$ cat src/rtl/dcache_pkg.sv
// Shared definitions for the direct-mapped write-back data cache:
// FSM encoding, address-field widths and the word-select helper.
package dcache_pkg;

   localparam int ADDR_W    = 16;
   localparam int WORD_W    = 16;
   localparam int DEF_LINES = 8;
   localparam int DEF_WPL   = 4;
   localparam int DEF_OFF_W = $clog2(DEF_WPL);
   localparam int DEF_IDX_W = $clog2(DEF_LINES);
   localparam int DEF_TAG_W = ADDR_W - DEF_IDX_W - DEF_OFF_W;

   // Widest line the helper handles; callers zero-extend their narrower lines.
   localparam int MAX_WPL    = 64;
   localparam int MAX_OFF_W  = $clog2(MAX_WPL);
   localparam int MAX_LINE_W = WORD_W * MAX_WPL;

   typedef enum logic [1:0] {
      IDLE  = 2'b00,
      WB    = 2'b01,
      ALLOC = 2'b10
   } state_e;

   function automatic int tag_w(input int lines, input int wpl);
      return ADDR_W - $clog2(lines) - $clog2(wpl);
   endfunction

   function automatic logic [WORD_W-1:0] word_sel(input logic [MAX_LINE_W-1:0] line,
                                                   input logic [MAX_OFF_W-1:0]  off);
      return line[off*WORD_W +: WORD_W];
   endfunction

endpackage

$ cat src/rtl/dcache_if.sv
// CPU-side request port and line-wide backing-memory port of the data cache.
interface dcache_if import dcache_pkg::*; #(
   parameter int WPL = DEF_WPL
) ();
   localparam int OFF_W  = $clog2(WPL);
   localparam int LINE_W = WORD_W * WPL;

   logic [ADDR_W-1:0]       cpu_addr;
   logic                    cpu_re;
   logic                    cpu_we;
   logic [WORD_W-1:0]       cpu_wdata;
   logic [WORD_W-1:0]       cpu_rdata;
   logic                    cpu_stall;
   logic [ADDR_W-OFF_W-1:0] mem_addr;
   logic                    mem_re;
   logic                    mem_we;
   logic [LINE_W-1:0]       mem_wdata;
   logic [LINE_W-1:0]       mem_rdata;
   logic                    mem_rdy;

   modport slave (
      input  cpu_addr, cpu_re, cpu_we, cpu_wdata, mem_rdata, mem_rdy,
      output cpu_rdata, cpu_stall, mem_addr, mem_re, mem_we, mem_wdata
   );

   modport master (
      output cpu_addr, cpu_re, cpu_we, cpu_wdata, mem_rdata, mem_rdy,
      input  cpu_rdata, cpu_stall, mem_addr, mem_re, mem_we, mem_wdata
   );
endinterface

$ cat src/rtl/dcache_array.sv
// Tag/valid/dirty/data storage: asynchronous read by index, synchronous
// word store or line fill, asynchronous clear of the valid and dirty bits.
module dcache_array import dcache_pkg::*; #(
   parameter int LINES = DEF_LINES,
   parameter int WPL   = DEF_WPL,
   localparam int IDX_W  = $clog2(LINES),
   localparam int OFF_W  = $clog2(WPL),
   localparam int TAG_W  = tag_w(LINES, WPL),
   localparam int LINE_W = WORD_W * WPL
) (
   input  logic              clk,
   input  logic              rst_n,
   input  logic [IDX_W-1:0]  idx,
   output logic [TAG_W-1:0]  tag_o,
   output logic              valid_o,
   output logic              dirty_o,
   output logic [LINE_W-1:0] line_o,
   input  logic              wr_en,
   input  logic [OFF_W-1:0]  wr_off,
   input  logic [WORD_W-1:0] wr_word,
   input  logic              fill_en,
   input  logic [TAG_W-1:0]  fill_tag,
   input  logic [LINE_W-1:0] fill_line
);

   logic [TAG_W-1:0]  tag_q  [LINES];
   logic [LINE_W-1:0] data_q [LINES];
   logic [LINES-1:0]  valid_q, valid_d;
   logic [LINES-1:0]  dirty_q, dirty_d;
   logic [LINE_W-1:0] merged_line;
   logic [LINE_W-1:0] line_d;

   assign tag_o   = tag_q[idx];
   assign valid_o = valid_q[idx];
   assign dirty_o = dirty_q[idx];
   assign line_o  = data_q[idx];

   // Store merges the new word into the current line; other words pass through.
   generate
      for (genvar gi = 0; gi < WPL; gi++) begin : g_merge
         assign merged_line[gi*WORD_W +: WORD_W] =
            (wr_off == OFF_W'(gi)) ? wr_word : line_o[gi*WORD_W +: WORD_W];
      end
   endgenerate

   always_comb begin
      valid_d = valid_q;
      dirty_d = dirty_q;
      line_d  = merged_line;
      if (fill_en) begin
         valid_d[idx] = 1'b1;
         dirty_d[idx] = 1'b0;
         line_d       = fill_line;
      end else if (wr_en) begin
         dirty_d[idx] = 1'b1;
      end
   end

   always_ff @(posedge clk or negedge rst_n) begin
      if (!rst_n) begin
         valid_q <= '0;
         dirty_q <= '0;
      end else begin
         valid_q <= valid_d;
         dirty_q <= dirty_d;
      end
   end

   always_ff @(posedge clk) begin
      if (fill_en || wr_en) begin
         data_q[idx] <= line_d;
      end
      if (fill_en) begin
         tag_q[idx] <= fill_tag;
      end
   end

endmodule

$ cat src/rtl/dcache_ctrl.sv
// Direct-mapped write-back/write-allocate data cache: hit path, miss FSM
// (IDLE -> WB -> ALLOC) and backing-memory port muxing.
module dcache_ctrl import dcache_pkg::*; #(
   parameter int LINES = DEF_LINES,
   parameter int WPL   = DEF_WPL
) (
   input  logic     clk,
   input  logic     rst_n,
   dcache_if.slave  bus
);

   localparam int IDX_W  = $clog2(LINES);
   localparam int OFF_W  = $clog2(WPL);
   localparam int TAG_W  = tag_w(LINES, WPL);
   localparam int LINE_W = WORD_W * WPL;

   state_e state_q, state_d;

   logic [OFF_W-1:0]  off;
   logic [IDX_W-1:0]  idx;
   logic [TAG_W-1:0]  tag;
   logic [TAG_W-1:0]  arr_tag;
   logic              arr_valid;
   logic              arr_dirty;
   logic [LINE_W-1:0] arr_line;
   logic [WORD_W-1:0] hit_word;
   logic              req;
   logic              hit;
   logic              wr_en;
   logic              fill_en;

   assign off = bus.cpu_addr[OFF_W-1:0];
   assign idx = bus.cpu_addr[OFF_W +: IDX_W];
   assign tag = bus.cpu_addr[ADDR_W-1 -: TAG_W];
   assign req = bus.cpu_re | bus.cpu_we;
   assign hit = arr_valid && (arr_tag == tag);

   assign hit_word = word_sel(MAX_LINE_W'(arr_line), MAX_OFF_W'(off));

   dcache_array #(
      .LINES (LINES),
      .WPL   (WPL)
   ) u_array (
      .clk       (clk),
      .rst_n     (rst_n),
      .idx       (idx),
      .tag_o     (arr_tag),
      .valid_o   (arr_valid),
      .dirty_o   (arr_dirty),
      .line_o    (arr_line),
      .wr_en     (wr_en),
      .wr_off    (off),
      .wr_word   (bus.cpu_wdata),
      .fill_en   (fill_en),
      .fill_tag  (tag),
      .fill_line (bus.mem_rdata)
   );

   always_ff @(posedge clk or negedge rst_n) begin
      if (!rst_n) begin
         state_q <= IDLE;
      end else begin
         state_q <= state_d;
      end
   end

   // Outputs are gated by rst_n so a reset mid-miss drops the memory
   // request and stall at once, without waiting for a clock edge.
   always_comb begin
      state_d       = state_q;
      bus.cpu_stall = 1'b0;
      bus.cpu_rdata = '0;
      bus.mem_re    = 1'b0;
      bus.mem_we    = 1'b0;
      bus.mem_addr  = '0;
      bus.mem_wdata = '0;
      wr_en         = 1'b0;
      fill_en       = 1'b0;
      if (rst_n) begin
         case (state_q)
            IDLE: begin
               if (req) begin
                  if (hit) begin
                     if (bus.cpu_we) begin
                        wr_en = 1'b1;
                     end else begin
                        bus.cpu_rdata = hit_word;
                     end
                  end else begin
                     bus.cpu_stall = 1'b1;
                     state_d       = (arr_valid && arr_dirty) ? WB : ALLOC;
                  end
               end
            end
            WB: begin
               bus.cpu_stall = 1'b1;
               bus.mem_we    = 1'b1;
               bus.mem_addr  = {arr_tag, idx};
               bus.mem_wdata = arr_line;
               if (bus.mem_rdy) begin
                  state_d = ALLOC;
               end
            end
            ALLOC: begin
               bus.cpu_stall = 1'b1;
               bus.mem_re    = 1'b1;
               bus.mem_addr  = {tag, idx};
               if (bus.mem_rdy) begin
                  fill_en = 1'b1;
                  state_d = IDLE;
               end
            end
            default: state_d = IDLE;
         endcase
      end
   end

endmodule

$ cat src/flat_wrapper.sv
// flat-port wrapper written by rule: the top's interface ports become plain ports
module dcache_ctrl_flat import dcache_pkg::*;
#(
   parameter int LINES = DEF_LINES,
   parameter int WPL   = DEF_WPL
)
  (clk, rst_n, bus_cpu_addr, bus_cpu_re, bus_cpu_we, bus_cpu_wdata, bus_mem_rdata, bus_mem_rdy, bus_cpu_rdata, bus_cpu_stall, bus_mem_addr, bus_mem_re, bus_mem_we, bus_mem_wdata);
  dcache_if #(.WPL(WPL)) bus_i ();
  input  logic clk;
  input  logic rst_n;
  input wire logic [$bits(bus_i.cpu_addr)-1:0] bus_cpu_addr;
  input wire logic [$bits(bus_i.cpu_re)-1:0] bus_cpu_re;
  input wire logic [$bits(bus_i.cpu_we)-1:0] bus_cpu_we;
  input wire logic [$bits(bus_i.cpu_wdata)-1:0] bus_cpu_wdata;
  input wire logic [$bits(bus_i.mem_rdata)-1:0] bus_mem_rdata;
  input wire logic [$bits(bus_i.mem_rdy)-1:0] bus_mem_rdy;
  output wire logic [$bits(bus_i.cpu_rdata)-1:0] bus_cpu_rdata;
  output wire logic [$bits(bus_i.cpu_stall)-1:0] bus_cpu_stall;
  output wire logic [$bits(bus_i.mem_addr)-1:0] bus_mem_addr;
  output wire logic [$bits(bus_i.mem_re)-1:0] bus_mem_re;
  output wire logic [$bits(bus_i.mem_we)-1:0] bus_mem_we;
  output wire logic [$bits(bus_i.mem_wdata)-1:0] bus_mem_wdata;
  assign bus_i.cpu_addr = bus_cpu_addr;
  assign bus_i.cpu_re = bus_cpu_re;
  assign bus_i.cpu_we = bus_cpu_we;
  assign bus_i.cpu_wdata = bus_cpu_wdata;
  assign bus_i.mem_rdata = bus_mem_rdata;
  assign bus_i.mem_rdy = bus_mem_rdy;
  assign bus_cpu_rdata = bus_i.cpu_rdata;
  assign bus_cpu_stall = bus_i.cpu_stall;
  assign bus_mem_addr = bus_i.mem_addr;
  assign bus_mem_re = bus_i.mem_re;
  assign bus_mem_we = bus_i.mem_we;
  assign bus_mem_wdata = bus_i.mem_wdata;
  dcache_ctrl #(.LINES(LINES), .WPL(WPL)) u_core (.clk(clk), .rst_n(rst_n), .bus(bus_i));
endmodule
$ cat config.mk
export PLATFORM = sky130hd
export DESIGN_NAME = dcache_ctrl_flat
export DESIGN_NICKNAME = d
export VERILOG_FILES = /design/src/rtl/dcache_pkg.sv /design/src/rtl/dcache_if.sv /design/src/rtl/dcache_array.sv /design/src/rtl/dcache_ctrl.sv /design/src/flat_wrapper.sv
export SDC_FILE = /design/constraint.sdc
export NUM_CORES = 1
export LEC_CHECK = 0
export ABC_AREA = 1
export CORE_UTILIZATION = 59
export CTS_BUF_LIST = sky130_fd_sc_hd__clkbuf_16
export DETAILED_ROUTE_END_ITERATION = 8
export GPL_TIMING_DRIVEN = 0
export PLACE_DENSITY = 0.81
export REMOVE_ABC_BUFFERS = 1
export SLEW_MARGIN = 20
export SYNTH_ARGS = -nofsm -noshare
export SYNTH_HDL_FRONTEND = slang
export SYNTH_SLANG_ARGS = --single-unit
$ cat constraint.sdc
create_clock -name clk -period 6.9 [get_ports clk]
set_input_delay 1.38 -clock clk [delete_from_list [all_inputs] [get_ports clk]]
set_output_delay 1.38 -clock clk [all_outputs]
set_load 0.005 [all_outputs]
==> impl_metrics.py <==
metrics = {
    "outcome": {
        "outcome": "completed",
    },
    "worst_setup_path": {
        "setup_crit_start_kind": "input port",
        "crit_arrival_ns": 5.35,
        "regToRegStartpoint": "u_core.state_q[0]$_DFFE_PN0P_",
        "path_cells": "clkdlybuf4s50_1 > inv_4 > nor2_4 > nand2_1 > o2bb2ai_1 > a221oi_1 > nand2_1 > inv_1 > o21ai_0 > nor2_1 > nor2_1 > clkdlybuf4s50_1",
        "worst-path-max-fanout": 14,
        "cpMaxStageDelayCell": "clkdlybuf4s50_1",
        "critPathKind": "input port to output port",
        "critPathRequiredTime_ns": 5.52,
        "crit_buf_inv": 4,
        "critical-path-max-stage-delay_ns": 0.90,
        "critPathCaptureType": "output port",
        "cp_startpoint": "bus_cpu_addr[4]",
        "worst_path_dominant_cell_family": "buffers and inverters",
    },
    "sta": {
        "achievable-frequency_mhz": 149,
        "worst_tran_pin_value_ns": 1.04,
        "finalCritPeriodShare": 0.976,
        "report.final.setup_viol": 0,
        "totalNegativeSetupSlack_ns": 0,
        "final-hold-violation-count": 0,
        "grt_setup_unrepaired": "no",
        "finalWorstPathRequiredPeriod_ns": 6.73,
        "timing.clock.skew_ns": 0.0337,
        "maxSlewViolCount": 0,
        "maxSlewHeadroom": 0.304,
    },
    "cells_and_area": {
        "total_area_of_multi_input_combinational_cells_um2": 6290,
        "regArea_um2": 18500,
        "finalCoreUtilization": 0.731,
        "fraction_of_final_layout_cells_with_drive_strength_greater_than_1": 0.0778,
        "synthToLayoutAreaGrowth_pct": 20.9,
        "final.fill_count": 2577,
        "num-nets-final": 2511,
    },
    "logic_synthesis": {
        "sequential_share_of_the_synthesized_area": 0.703,
        "ys_ff_latch": 618,
        "yosysWarningCount": 0,
        "synth_top_area_frac": 0.686,
        "yosys-top-cells-area": "edfxtp_1 (69%), nand2_1 (6.6%), a22o_1 (4.4%)",
        "post_synth.cell_area_avg_um2": 11.9,
        "postSynthCellCount": 2209,
        "synth_largest_area_cell": "edfxtp_1",
        "syn_area_um2": 26300,
        "post_synth_num_cell_types": 41,
    },
    "global_routing": {
        "grt_first_pass_wirelength_um": 108000,
        "antenna_found_initial": 1,
        "grt_max_degree": 51,
        "grt_use_total": 0.325,
        "globalRoute.totalOverflow": 0,
        "first_global_vias": 18700,
    },
    "clock_network": {
        "cts_setup_buffers": 0,
        "tritoncts_num_sinks": 618,
        "cts-htree-levels": 2,
        "cts_buffer_depth": 3,
        "cts_root_buf": "clkbuf_16",
        "cts_tree": "done",
        "cts_buffers": 58,
        "cts_hold_buf": 0,
        "clkSlewWorstSetupHoldPaths_ns": 0.07,
        "clkLatencyLatePin_ns": 0.64,
    },
    "power": {
        "vdd_drop_max_v": 0.000227,
        "total_power_mw": 8.71,
        "power-per-cell-area_nw_per_um2": 274,
        "total_leakage_power_nw": 11.6,
    },
    "place": {
        "place.detailed.hpwl_um": 43400,
        "place.gp.congestion": 0.869,
        "numPortBuffers": 197,
    },
    "route": {
        "vias_per_cell": 6.32,
        "detail_route.wl_per_cell_um": 24.4,
        "firstDrtPassIters": 6,
        "drc_violations": 0,
        "wl_um": 74200,
        "drt_iter0_markers": 2621,
        "postRouteAntennaNets": 0,
        "vias": 19200,
    },
    "flow_run": {
        "max-cap-violations": 0,
    },
    "die": {
        "die_height_um": 213,
        "die_area_um2": 45400,
        "core.rowCount": 76,
        "boundaryPins": 198,
        "placeableCoreArea_um2": 43500,
        "initial_core_util": 0.605,
        "fp.dieW_um": 213,
    },
    "hold_path": {
        "min-delay-path-class": "flop to flop",
        "worst_hold_startpoint": "u_core.u_array.valid_q[2]$_DFFE_PN0P_",
    },
}
## cell type report
class / instances / area share
flip-flops and latches: 618 / 0.581
repair buffers: 247 / 0.102
inverters: 310 / 0.0370
diodes: 1 / 0.0000788
clock inverters: 50 / 0.0119
well taps: 585 / 0.0230
clock buffers: 59 / 0.0465
multi-input cells: 1171 / 0.198
## where the power goes
group | switching, mW | internal [mW] | leakage (nW)
sequential | 0.0422 | 4.40 | 5.62
combinational | 0.773 | 0.384 | 5.09
clock | 1.40 | 1.71 | 0.927
total | 2.22 | 6.50 | 11.6
## per-stage QoR
step / instances / setup slack (ns) / cell area, µm² / hold slack [ns]
floorplan: 2099 / -2.20 / 25700 / 0.419
global placement: 2881 / -13.08 / 28400 / 0.434
detailed placement: 2931 / -0.288 / 29900 / 0.453
CTS: 3040 / 0.0638 / 31800 / 0.469
global route: 3040 / 0.0384 / 31800 / 0.475
finish: 3041 / 0.166 / 31800 / 0.471
## final timing paths
check | endpoint | slack, ns | depth (start not counted)
max | bus_cpu_rdata[12] | 0.17 | 12
min | u_core.u_array.valid_q[2]$_DFFE_PN0P_ | 0.47 | 2
max reg2reg | u_core.u_array.data_q[4][30]$_DFFE_PP_ | 2.86 | 10
min reg2reg | u_core.u_array.valid_q[2]$_DFFE_PN0P_ | 0.47 | 2
max in group asynchronous | u_core.u_array.valid_q[7]$_DFFE_PN0P_ | 5.73 | 1
min in group asynchronous | async pin | 0.76 | 1
## kinds of logic after synthesis
logic type | count (synthesis) | share of synthesized area
adder cells (fa/ha/maj) | 4 | 0.00190
AND/OR/NAND/NOR | 808 | 0.127
flip-flops | 618 | 0.703
AO/OA/AOI/OAI | 359 | 0.103
buffers and inverters | 420 | 0.0647
## placed cells by master (no fill, tap or decap), drive strengths merged, types with 32 or more instances in the layout
master	synthesis	final
edfxtp	600	600
nand2	468	468
inv	306	317
nor2	218	218
clkdlybuf4s50	0	194
a22o	132	132
a31oi	69	69
clkbuf	60	59
a221oi	57	57
nand3	56	56
nand4	54	54
buf	50	52
a21oi	32	32
clkinv	4	32
## flip-flops by register name (all words and copies together) (netlist names), named ones only
register,count
u_core.u_array.data_q,512
u_core.u_array.tag_q,88
u_core.u_array.valid_q,8
u_core.state_q,2
## worst min-delay path, cell delays in order, from the launching register on
cell and delay (ns):
dfrtp_1 0.33, inv_1 0.05, nand2_1 0.06
## Yosys cell counts (all sizes together)
| master | number |
|---|---|
| dfrtp | 18 |
| nand2 | 468 |
| o2111ai | 1 |
| or2 | 8 |
| nor3b | 1 |
| nor2 | 218 |
| inv | 306 |
| clkbuf | 60 |
| o2bb2ai | 6 |
| edfxtp | 600 |
| a22oi | 24 |
| nand4 | 54 |
| clkinv | 4 |
| ha | 4 |
| o21bai | 1 |
| o22ai | 10 |
| buf | 50 |
| a21oi | 32 |
| a221oi | 57 |
| o21ai | 23 |
| nor3 | 3 |
| a22o | 132 |
| a211oi | 1 |
| o2111a | 3 |
| a31oi | 69 |
| nand3 | 56 |
## layer usage
| metal | track usage | routed length, µm |
|---|---|---|
| met1 | 0.419 | 25800 |
| met2 | 0.520 | 35400 |
| met3 | 0.0790 | 9900 |
| met4 | 0.159 | 3060 |
| met5 | 0 | 0 |
## what timing repair did
action                                  in CTS  in global routing
endpoints found under the setup margin      12                  5
pin swaps                                    0                  0
endpoints found under the hold margin        0                  0
resized for setup                            2                  2
Note: power is estimated with default switching activity, not from simulation.
